[src/rtl/bcd_sequence_monitor.sv]
// bcd_sequence_monitor: tracks a BCD digit stream that bounces 0..9..0 with a
// single dwell at each extreme, reports lock/direction, flags rejected samples
// with a cause code, and counts turnarounds and errors (both saturating).
module bcd_sequence_monitor (
    input  logic       clk,
    input  logic       reset,
    input  logic [3:0] count_in,
    input  logic       valid_in,
    output logic       locked,
    output logic       dir,
    output logic       err,
    output logic [1:0] err_code,
    output logic [7:0] turn_cnt,
    output logic [7:0] err_cnt
);

    typedef enum logic [1:0] {
        ACQUIRE   = 2'd0,
        SYNC      = 2'd1,
        LOCK_UP   = 2'd2,
        LOCK_DOWN = 2'd3
    } state_t;

    localparam logic [1:0] CODE_NON_BCD = 2'b01;
    localparam logic [1:0] CODE_STEP    = 2'b10;
    localparam logic [1:0] CODE_DWELL   = 2'b11;

    state_t     state_q, state_d;
    logic [3:0] prev_q, prev_d;
    logic       locked_q, locked_d;
    logic       dir_q, dir_d;
    logic       err_q, err_d;
    logic [1:0] err_code_q, err_code_d;
    logic [7:0] turn_cnt_q, turn_cnt_d;
    logic [7:0] err_cnt_q, err_cnt_d;

    logic is_bcd;
    logic up_step;
    logic down_step;
    logic dwell;

    function automatic logic [7:0] sat_inc(input logic [7:0] v);
        return (v == 8'hFF) ? v : v + 8'd1;
    endfunction

    // Step classification of the incoming sample relative to the last accepted one.
    always_comb begin
        is_bcd    = (count_in <= 4'd9);
        up_step   = (prev_q < 4'd9) && (count_in == prev_q + 4'd1);
        down_step = (prev_q != 4'd0) && (count_in == prev_q - 4'd1);
        dwell     = (count_in == prev_q);
    end

    // Next-state and registered-output computation; everything holds when valid_in is low.
    always_comb begin
        state_d    = state_q;
        prev_d     = prev_q;
        dir_d      = dir_q;
        err_d      = 1'b0;
        err_code_d = err_code_q;
        turn_cnt_d = turn_cnt_q;
        err_cnt_d  = err_cnt_q;

        if (valid_in) begin
            if (!is_bcd) begin
                // Non-BCD always drops back to acquisition and keeps prev as is.
                err_d      = 1'b1;
                err_code_d = CODE_NON_BCD;
                state_d    = ACQUIRE;
            end else begin
                // Every BCD sample, even a rejected one, becomes the new resync point.
                prev_d = count_in;
                case (state_q)
                    ACQUIRE: begin
                        state_d = SYNC;
                    end
                    SYNC: begin
                        if (up_step || (dwell && prev_q == 4'd0)) begin
                            state_d = LOCK_UP;
                            dir_d   = 1'b0;
                        end else if (down_step || (dwell && prev_q == 4'd9)) begin
                            state_d = LOCK_DOWN;
                            dir_d   = 1'b1;
                        end else begin
                            err_d      = 1'b1;
                            err_code_d = dwell ? CODE_DWELL : CODE_STEP;
                        end
                    end
                    LOCK_UP: begin
                        if (up_step) begin
                            state_d = LOCK_UP;
                        end else if (prev_q == 4'd9 && count_in == 4'd9) begin
                            state_d    = LOCK_DOWN;
                            dir_d      = 1'b1;
                            turn_cnt_d = sat_inc(turn_cnt_q);
                        end else begin
                            err_d      = 1'b1;
                            err_code_d = dwell ? CODE_DWELL : CODE_STEP;
                            state_d    = SYNC;
                        end
                    end
                    LOCK_DOWN: begin
                        if (down_step) begin
                            state_d = LOCK_DOWN;
                        end else if (prev_q == 4'd0 && count_in == 4'd0) begin
                            state_d    = LOCK_UP;
                            dir_d      = 1'b0;
                            turn_cnt_d = sat_inc(turn_cnt_q);
                        end else begin
                            err_d      = 1'b1;
                            err_code_d = dwell ? CODE_DWELL : CODE_STEP;
                            state_d    = SYNC;
                        end
                    end
                    default: begin
                        state_d = ACQUIRE;
                    end
                endcase
            end

            if (err_d) begin
                err_cnt_d = sat_inc(err_cnt_q);
            end
        end

        locked_d = (state_d == LOCK_UP) || (state_d == LOCK_DOWN);
    end

    // State and output registers with asynchronous reset.
    always_ff @(posedge clk or posedge reset) begin
        if (reset) begin
            state_q    <= ACQUIRE;
            prev_q     <= 4'd0;
            locked_q   <= 1'b0;
            dir_q      <= 1'b0;
            err_q      <= 1'b0;
            err_code_q <= 2'b00;
            turn_cnt_q <= 8'd0;
            err_cnt_q  <= 8'd0;
        end else begin
            state_q    <= state_d;
            prev_q     <= prev_d;
            locked_q   <= locked_d;
            dir_q      <= dir_d;
            err_q      <= err_d;
            err_code_q <= err_code_d;
            turn_cnt_q <= turn_cnt_d;
            err_cnt_q  <= err_cnt_d;
        end
    end

    assign locked   = locked_q;
    assign dir      = dir_q;
    assign err      = err_q;
    assign err_code = err_code_q;
    assign turn_cnt = turn_cnt_q;
    assign err_cnt  = err_cnt_q;

endmodule

[config.mk]
export PLATFORM = sky130hd
export DESIGN_NAME = bcd_sequence_monitor
export DESIGN_NICKNAME = d
export VERILOG_FILES = /design/src/rtl/bcd_sequence_monitor.sv
export SDC_FILE = /design/constraint.sdc
export NUM_CORES = 1
export LEC_CHECK = 0
export CAP_MARGIN = 30
export CORE_UTILIZATION = 45
export CTS_BUF_LIST = sky130_fd_sc_hd__clkbuf_16
export DETAILED_ROUTE_END_ITERATION = 10
export DONT_BUFFER_PORTS = 1
export GPL_TIMING_DRIVEN = 0
export PLACE_DENSITY_LB_ADDON = 0.12
export SLEW_MARGIN = 20
export SYNTH_ARGS = -nofsm -noshare
export SYNTH_HDL_FRONTEND = slang
export SYNTH_SLANG_ARGS = --single-unit
[constraint.sdc]
create_clock -name clk -period 2.7 [get_ports clk]
set_input_delay 0.27 -clock clk [delete_from_list [all_inputs] [get_ports clk]]
set_output_delay 0.27 -clock clk [all_outputs]
set_load 0.02 [all_outputs]
Word level (Yosys, flattened, before mapping). Index checks and enable logic that the tools add are counted.

Bits in registers: 27. Input port bits: 7. Output and inout port bits: 21. Logic and storage cells: 100.

Add/sub/neg operators: 4. Order comparisons: 2. Eq/ne operators: 24. Mux-type cells: 41. Bitwise operators: 1. Reductions and logical operators: 20.

Operator list (number): 2-to-1 mux 8 bit (5); 2-to-1 mux 2 bit (15); inequality test 3 bit (second input constant) (7); adder 8 x 1 -> 8 bit (second input constant) (2); == test 8 bit (second input constant) (2); 2-to-1 mux 1 bit (16); case mux 8 bit (2 select lines) (1); AND reduction 8 bit (2); == test 4 bit (3); == test 2 bit (second input constant) (4); == test 4 bit (second input constant) (2); zero test 4 bit (2); inequality test 2 bit (second input constant) (4); case mux 2 bit (4 select lines) (1); AND reduction 7 bit (1); logical AND 1 bit (6); case mux 1 bit (3 select lines) (2); case mux 2 bit (3 select lines) (1); adder 4 x 1 -> 4 bit (second input constant) (1); <= comparator 4 bit (second input constant) (1); less-than comparator 4 bit (second input constant) (1); inequality test 4 x 1 -> 1 bit (second input constant) (1); nonzero test 4 bit (1); subtractor 4 x 1 -> 4 bit (second input constant) (1); other kinds (8) (10).

Logic depth before layout (Yosys ltp).
Depth after elaboration: 11. Mapped depth: 10. Depth with buffers taken out: 9.

Worst setup path before layout. OpenSTA, ideal clock, no wires.

Path kind: register to register. Start point: register prev_q[0]. End point: register err_cnt_q[4] (netlist: err_cnt[4]). Setup time: 0.128 ns. Arrival: 2.416 ns. Required time: 2.572 ns. Path slack: 0.156 ns. Stages on the path, launching flop included: 10. Buffers on the path: 0. Clock period less this slack: 2.544 ns. Cells stage by stage: dfrtp_1 -> inv_1 -> ha_1 -> xor2_1 -> a211oi_1 -> and3_1 -> or4b_4 -> a21oi_4 -> o21bai_1 -> mux2_1.

Cells in the longest elaborated chain, start to end: 10. Elaborated cells on any way between the ends: 27. Classes of those cells: add/sub: 2; order compare: 1; eq/ne: 4; mux: 9; reduce/logical: 11.

RTL lines: from (decl) (line 29) `logic [3:0] prev_q, prev_d;`; from (signal assigned) (line 142) `prev_q <= prev_d;`; subtractor 4 x 1 -> 4 bit (line 50) `down_step = (prev_q != 4'd0) && (count_in == prev_q - 4'd1);`; == test 4 bit (line 50); logical AND 1 bit (line 50); logical OR 1 bit (line 81) `end else if (down_step || (dwell && prev_q == 4'd9)) begin`; 2-to-1 mux 1 bit (line 81); 2-to-1 mux 1 bit (line 78) `if (up_step || (dwell && prev_q == 4'd0)) begin`; case mux 1 bit (3 select lines) (*) (line 73) `case (state_q)`; 2-to-1 mux 1 bit (*) (line 65) `if (!is_bcd) begin`; 2-to-1 mux 1 bit (*) (line 64) `if (valid_in) begin`; AND reduction 3 bit (no source line) (*); to (signal assigned) (line 148) `err_cnt_q <= err_cnt_d;`; to (decl) (line 35) `logic [7:0] err_cnt_q, err_cnt_d;`.

Mark *: on every way between the ends. The rest lies on a longest branch, timed or not. The select of a mux whose other input is x is not followed. A chain may end at the register's enable or synchronous reset.

Worst setup path after layout. Ends and elaborated chain as after synthesis.

==> run summary <==
Placement Setup Slack: -0.08616 ns
Vias: 1309
Worst hold path type: in -> reg
Chip Height: 63.72 µm
DP Cell Count: 222
Die Wd: 63.72 µm
Mapped Cells: 173
Layout area overhead: 11.90%
Synth Area in Compound Gates: 0.1540
Gr ovfl total: 0
Crit-path max cell delay: 0.59 ns
CP top delay family: simple AND/OR/NAND/NOR gates
Io pins: 28
Main combinational cell family by area after synthesis: simple AND/OR/NAND/NOR gates
Tcrit/Tclk final: 0.9608
Cell area after layout: 1918 µm²
DRT antenna net count: 0
Skew final: 0.001616 ns
Top_reg_cell synth: dfrtp_1
Worst EP arrival: 2.74 ns
YS warnings: 0
CP Max Fanout: 7
Clk root buf: clkbuf_16
Largest net degree at the start of global routing: 17
Final Hold Viols: 0
Fin util: 0.5239
Synth Area in Adders: 0.07299
Global-route wire length before repair: 6044 µm
Initial DRT Pass Iterations: 4
Startpoint Class: flop
Clock sinks: 27
Synth Area in Simple Gates: 0.1920
R2r endpoint: err_cnt[4]$_DFFE_PP0P_
CTS tree: built
Slew Limit Fails: 0
Static leakage: 0.8498 nW
Starting Density: 0.4682
Cell Area, Synth: 1714 µm²
Vias in the first global route: 1332
Number of buffers added on ports: 0
Total core area: 3661 µm²
Rows: 22
Crit end category: flop
CTS Buf Count: 3
Worst-path clk slew: 0.07 ns
Crit-path cells: inv_1 -> ha_1 -> xor2_2 -> a211oi_1 -> and3_1 -> or4b_4 -> a21oi_4 -> o21bai_1 -> mux2_1
HPWL after DPL: 2675 µm
Initial DRC Count: 40
Synth Register Bits: 27
Final Critical Period: 2.594 ns
Post-Syn Area per Cell: 9.908 µm²
Dpl cell area: 1789 µm²
Pwr/cell area: 704.1 nW/µm²
Slew margin rel.: 0.6488
Hold Path Depth: 1
Outcome: finished clean
Max Freq: 0.3855 GHz
Routability cong.: 0.8705
Worst reg2reg setup slack: 0.11 ns
ANT cells: 0
FILL cells: 345
WHS: 0.1499 ns
Total Wirelength: 3535 µm
Post-synth ARST share: 1.000
Post-Synth XOR/XNOR Area: 0.09635
Hold worst-path end: prev_q[3]$_DFFE_PP0P_
Hold Path Origin: count_in[3]
Req. time, crit path: 2.85 ns
Total die area: 4060 µm²
Setup slack after layout: 0.1058 ns
Peak supply drop: 303.1 µV
Initial antenna violation count: 0
Syn Nets: 190
Remaining DRCs: 0
H-tree levels: 1
Worst reg2reg path depth: 9
Maximum root-to-sink buffer count: 2
DR vias/cell: 5.716
Final setup vio count: 0
Share of cells above drive strength 1: 0.1381
Setup TNS: 0 ns
Post-synthesis sequential area ratio: 0.3942
Non-Filler Instances: 229
Synth cell types: 45
Unrepaired setup endpoints after global routing: false
Worst-margin pin slew: 0.5263 ns
Final #Nets: 199
Setup CP Type: reg -> reg
Overall routing resource usage: 0.1916
Crit-path slowest cell: or4b_4
Post-synthesis mux area share: 0.06131
Worst Path Buf+Inv: 1
Routed len/inst: 15.44 µm
Reg-to-reg startpoint: prev_q[0]$_DFFE_PP0P_
Worst-Skew Late Latency: 0.26 ns
Number of synthesized flops with an enable pin: 0
Number of max-cap violations: 0
Overall Power: 1.351 mW
[cell families (layout without fill, tap and decap cells)]
group | count (synthesis) | in the layout
simple gates | 60 | 60
compound gates | 36 | 36
flops | 27 | 27
xor+xnor | 18 | 18
buf+inv | 13 | 21
fa+ha+maj | 10 | 10
mux | 9 | 9
[worst max path at each step]
stage | from | end | depth (start not counted)
4_1_cts | prev_q[0]$_DFFE_PP0P_ | err_cnt[4]$_DFFE_PP0P_ | 9
3_5_place_dp | prev_q[0]$_DFFE_PP0P_ | err_cnt[4]$_DFFE_PP0P_ | 9
2_1_floorplan | prev_q[0]$_DFFE_PP0P_ | err_cnt[4]$_DFFE_PP0P_ | 9
6_report | prev_q[0]$_DFFE_PP0P_ | err_cnt[4]$_DFFE_PP0P_ | 9
5_1_grt | prev_q[0]$_DFFE_PP0P_ | err_cnt[4]$_DFFE_PP0P_ | 9
3_3_place_gp | prev_q[0]$_DFFE_PP0P_ | err_cnt[4]$_DFFE_PP0P_ | 9
[sequential cells by signal, indices dropped and copies added, names as in the netlist]
signal	cells
err_cnt	8
turn_cnt	8
prev_q	4
err_code	2
state_q	2
dir	1
err	1
locked	1
[final cells by class]
class / instances / area (µm²) / area share
multi-input cells: 133 / 1008 / 0.5258
flip-flops and latches: 27 / 676.9 / 0.3529
clock buffers: 3 / 75.07 / 0.03914
well taps: 48 / 60.06 / 0.03131
repair buffers: 4 / 40.04 / 0.02087
inverters: 9 / 33.78 / 0.01761
plain buffers: 4 / 16.27 / 0.008480
clock inverters: 1 / 7.507 / 0.003914
[synth_stat cells (3+ instances only)]
cell type  count  area [µm²]
inv_1          9       33.78
xnor2_1       12       105.1
o211ai_1       3       22.52
and3_1         7       43.79
nand3_1        5       25.02
nand2b_1       3       18.77
mux2_1         3       33.78
nand4_1       10       62.56
nor2_1         8       30.03
o21ai_0        5       25.02
xor2_1         5       43.79
and2_1         3       18.77
a21oi_1        5       25.02
nand2_1       13       48.80
mux2_2         5       56.30
ha_1          10       125.1
clkbuf_1       3       11.26
dfrtp_1       27       675.7
nor2b_1        3       18.77
[placed cells by master (no fill, tap or decap), types with 3 or more instances in the layout]
| master | instances |
|---|---|
| a21oi_1 | 5 |
| and2_1 | 3 |
| and3_1 | 7 |
| clkbuf_1 | 3 |
| clkbuf_16 | 3 |
| dfrtp_1 | 26 |
| ha_1 | 10 |
| inv_1 | 9 |
| mux2_1 | 3 |
| mux2_2 | 5 |
| nand2_1 | 13 |
| nand2b_1 | 3 |
| nand3_1 | 5 |
| nand4_1 | 10 |
| nor2_1 | 8 |
| nor2b_1 | 3 |
| o211ai_1 | 3 |
| o21ai_0 | 5 |
| xnor2_1 | 11 |
| xor2_1 | 4 |
[power breakdown]
group          switching [mW]  leakage, nW  internal (mW)  total, mW
clock network           0.148       0.0371          0.202      0.350
logic                   0.180        0.469          0.174      0.353
registers               0.169        0.344          0.478      0.647
total                   0.497        0.850          0.853       1.35
[per-layer routing]
layer / share of wire / GRT usage / vias up
met5: 0 / 0 / -
met4: 0.017 / 0.07670 / 0
met3: 0.053 / 0.04710 / 5
met2: 0.49 / 0.3152 / 34
met1: 0.44 / 0.2384 / 627
li1: - / - / 643
[what timing repair did]
item | 4_1_cts | 5_1_grt
hold endpoints to repair | 12 | 0
pin swaps | 1 | 1
buffers inserted | 2 | 0
setup endpoints to repair | 4 | 3
gates resized for setup | 3 | 1
hold buffers | 1 | 0
(Power assumes the default switching activity.)
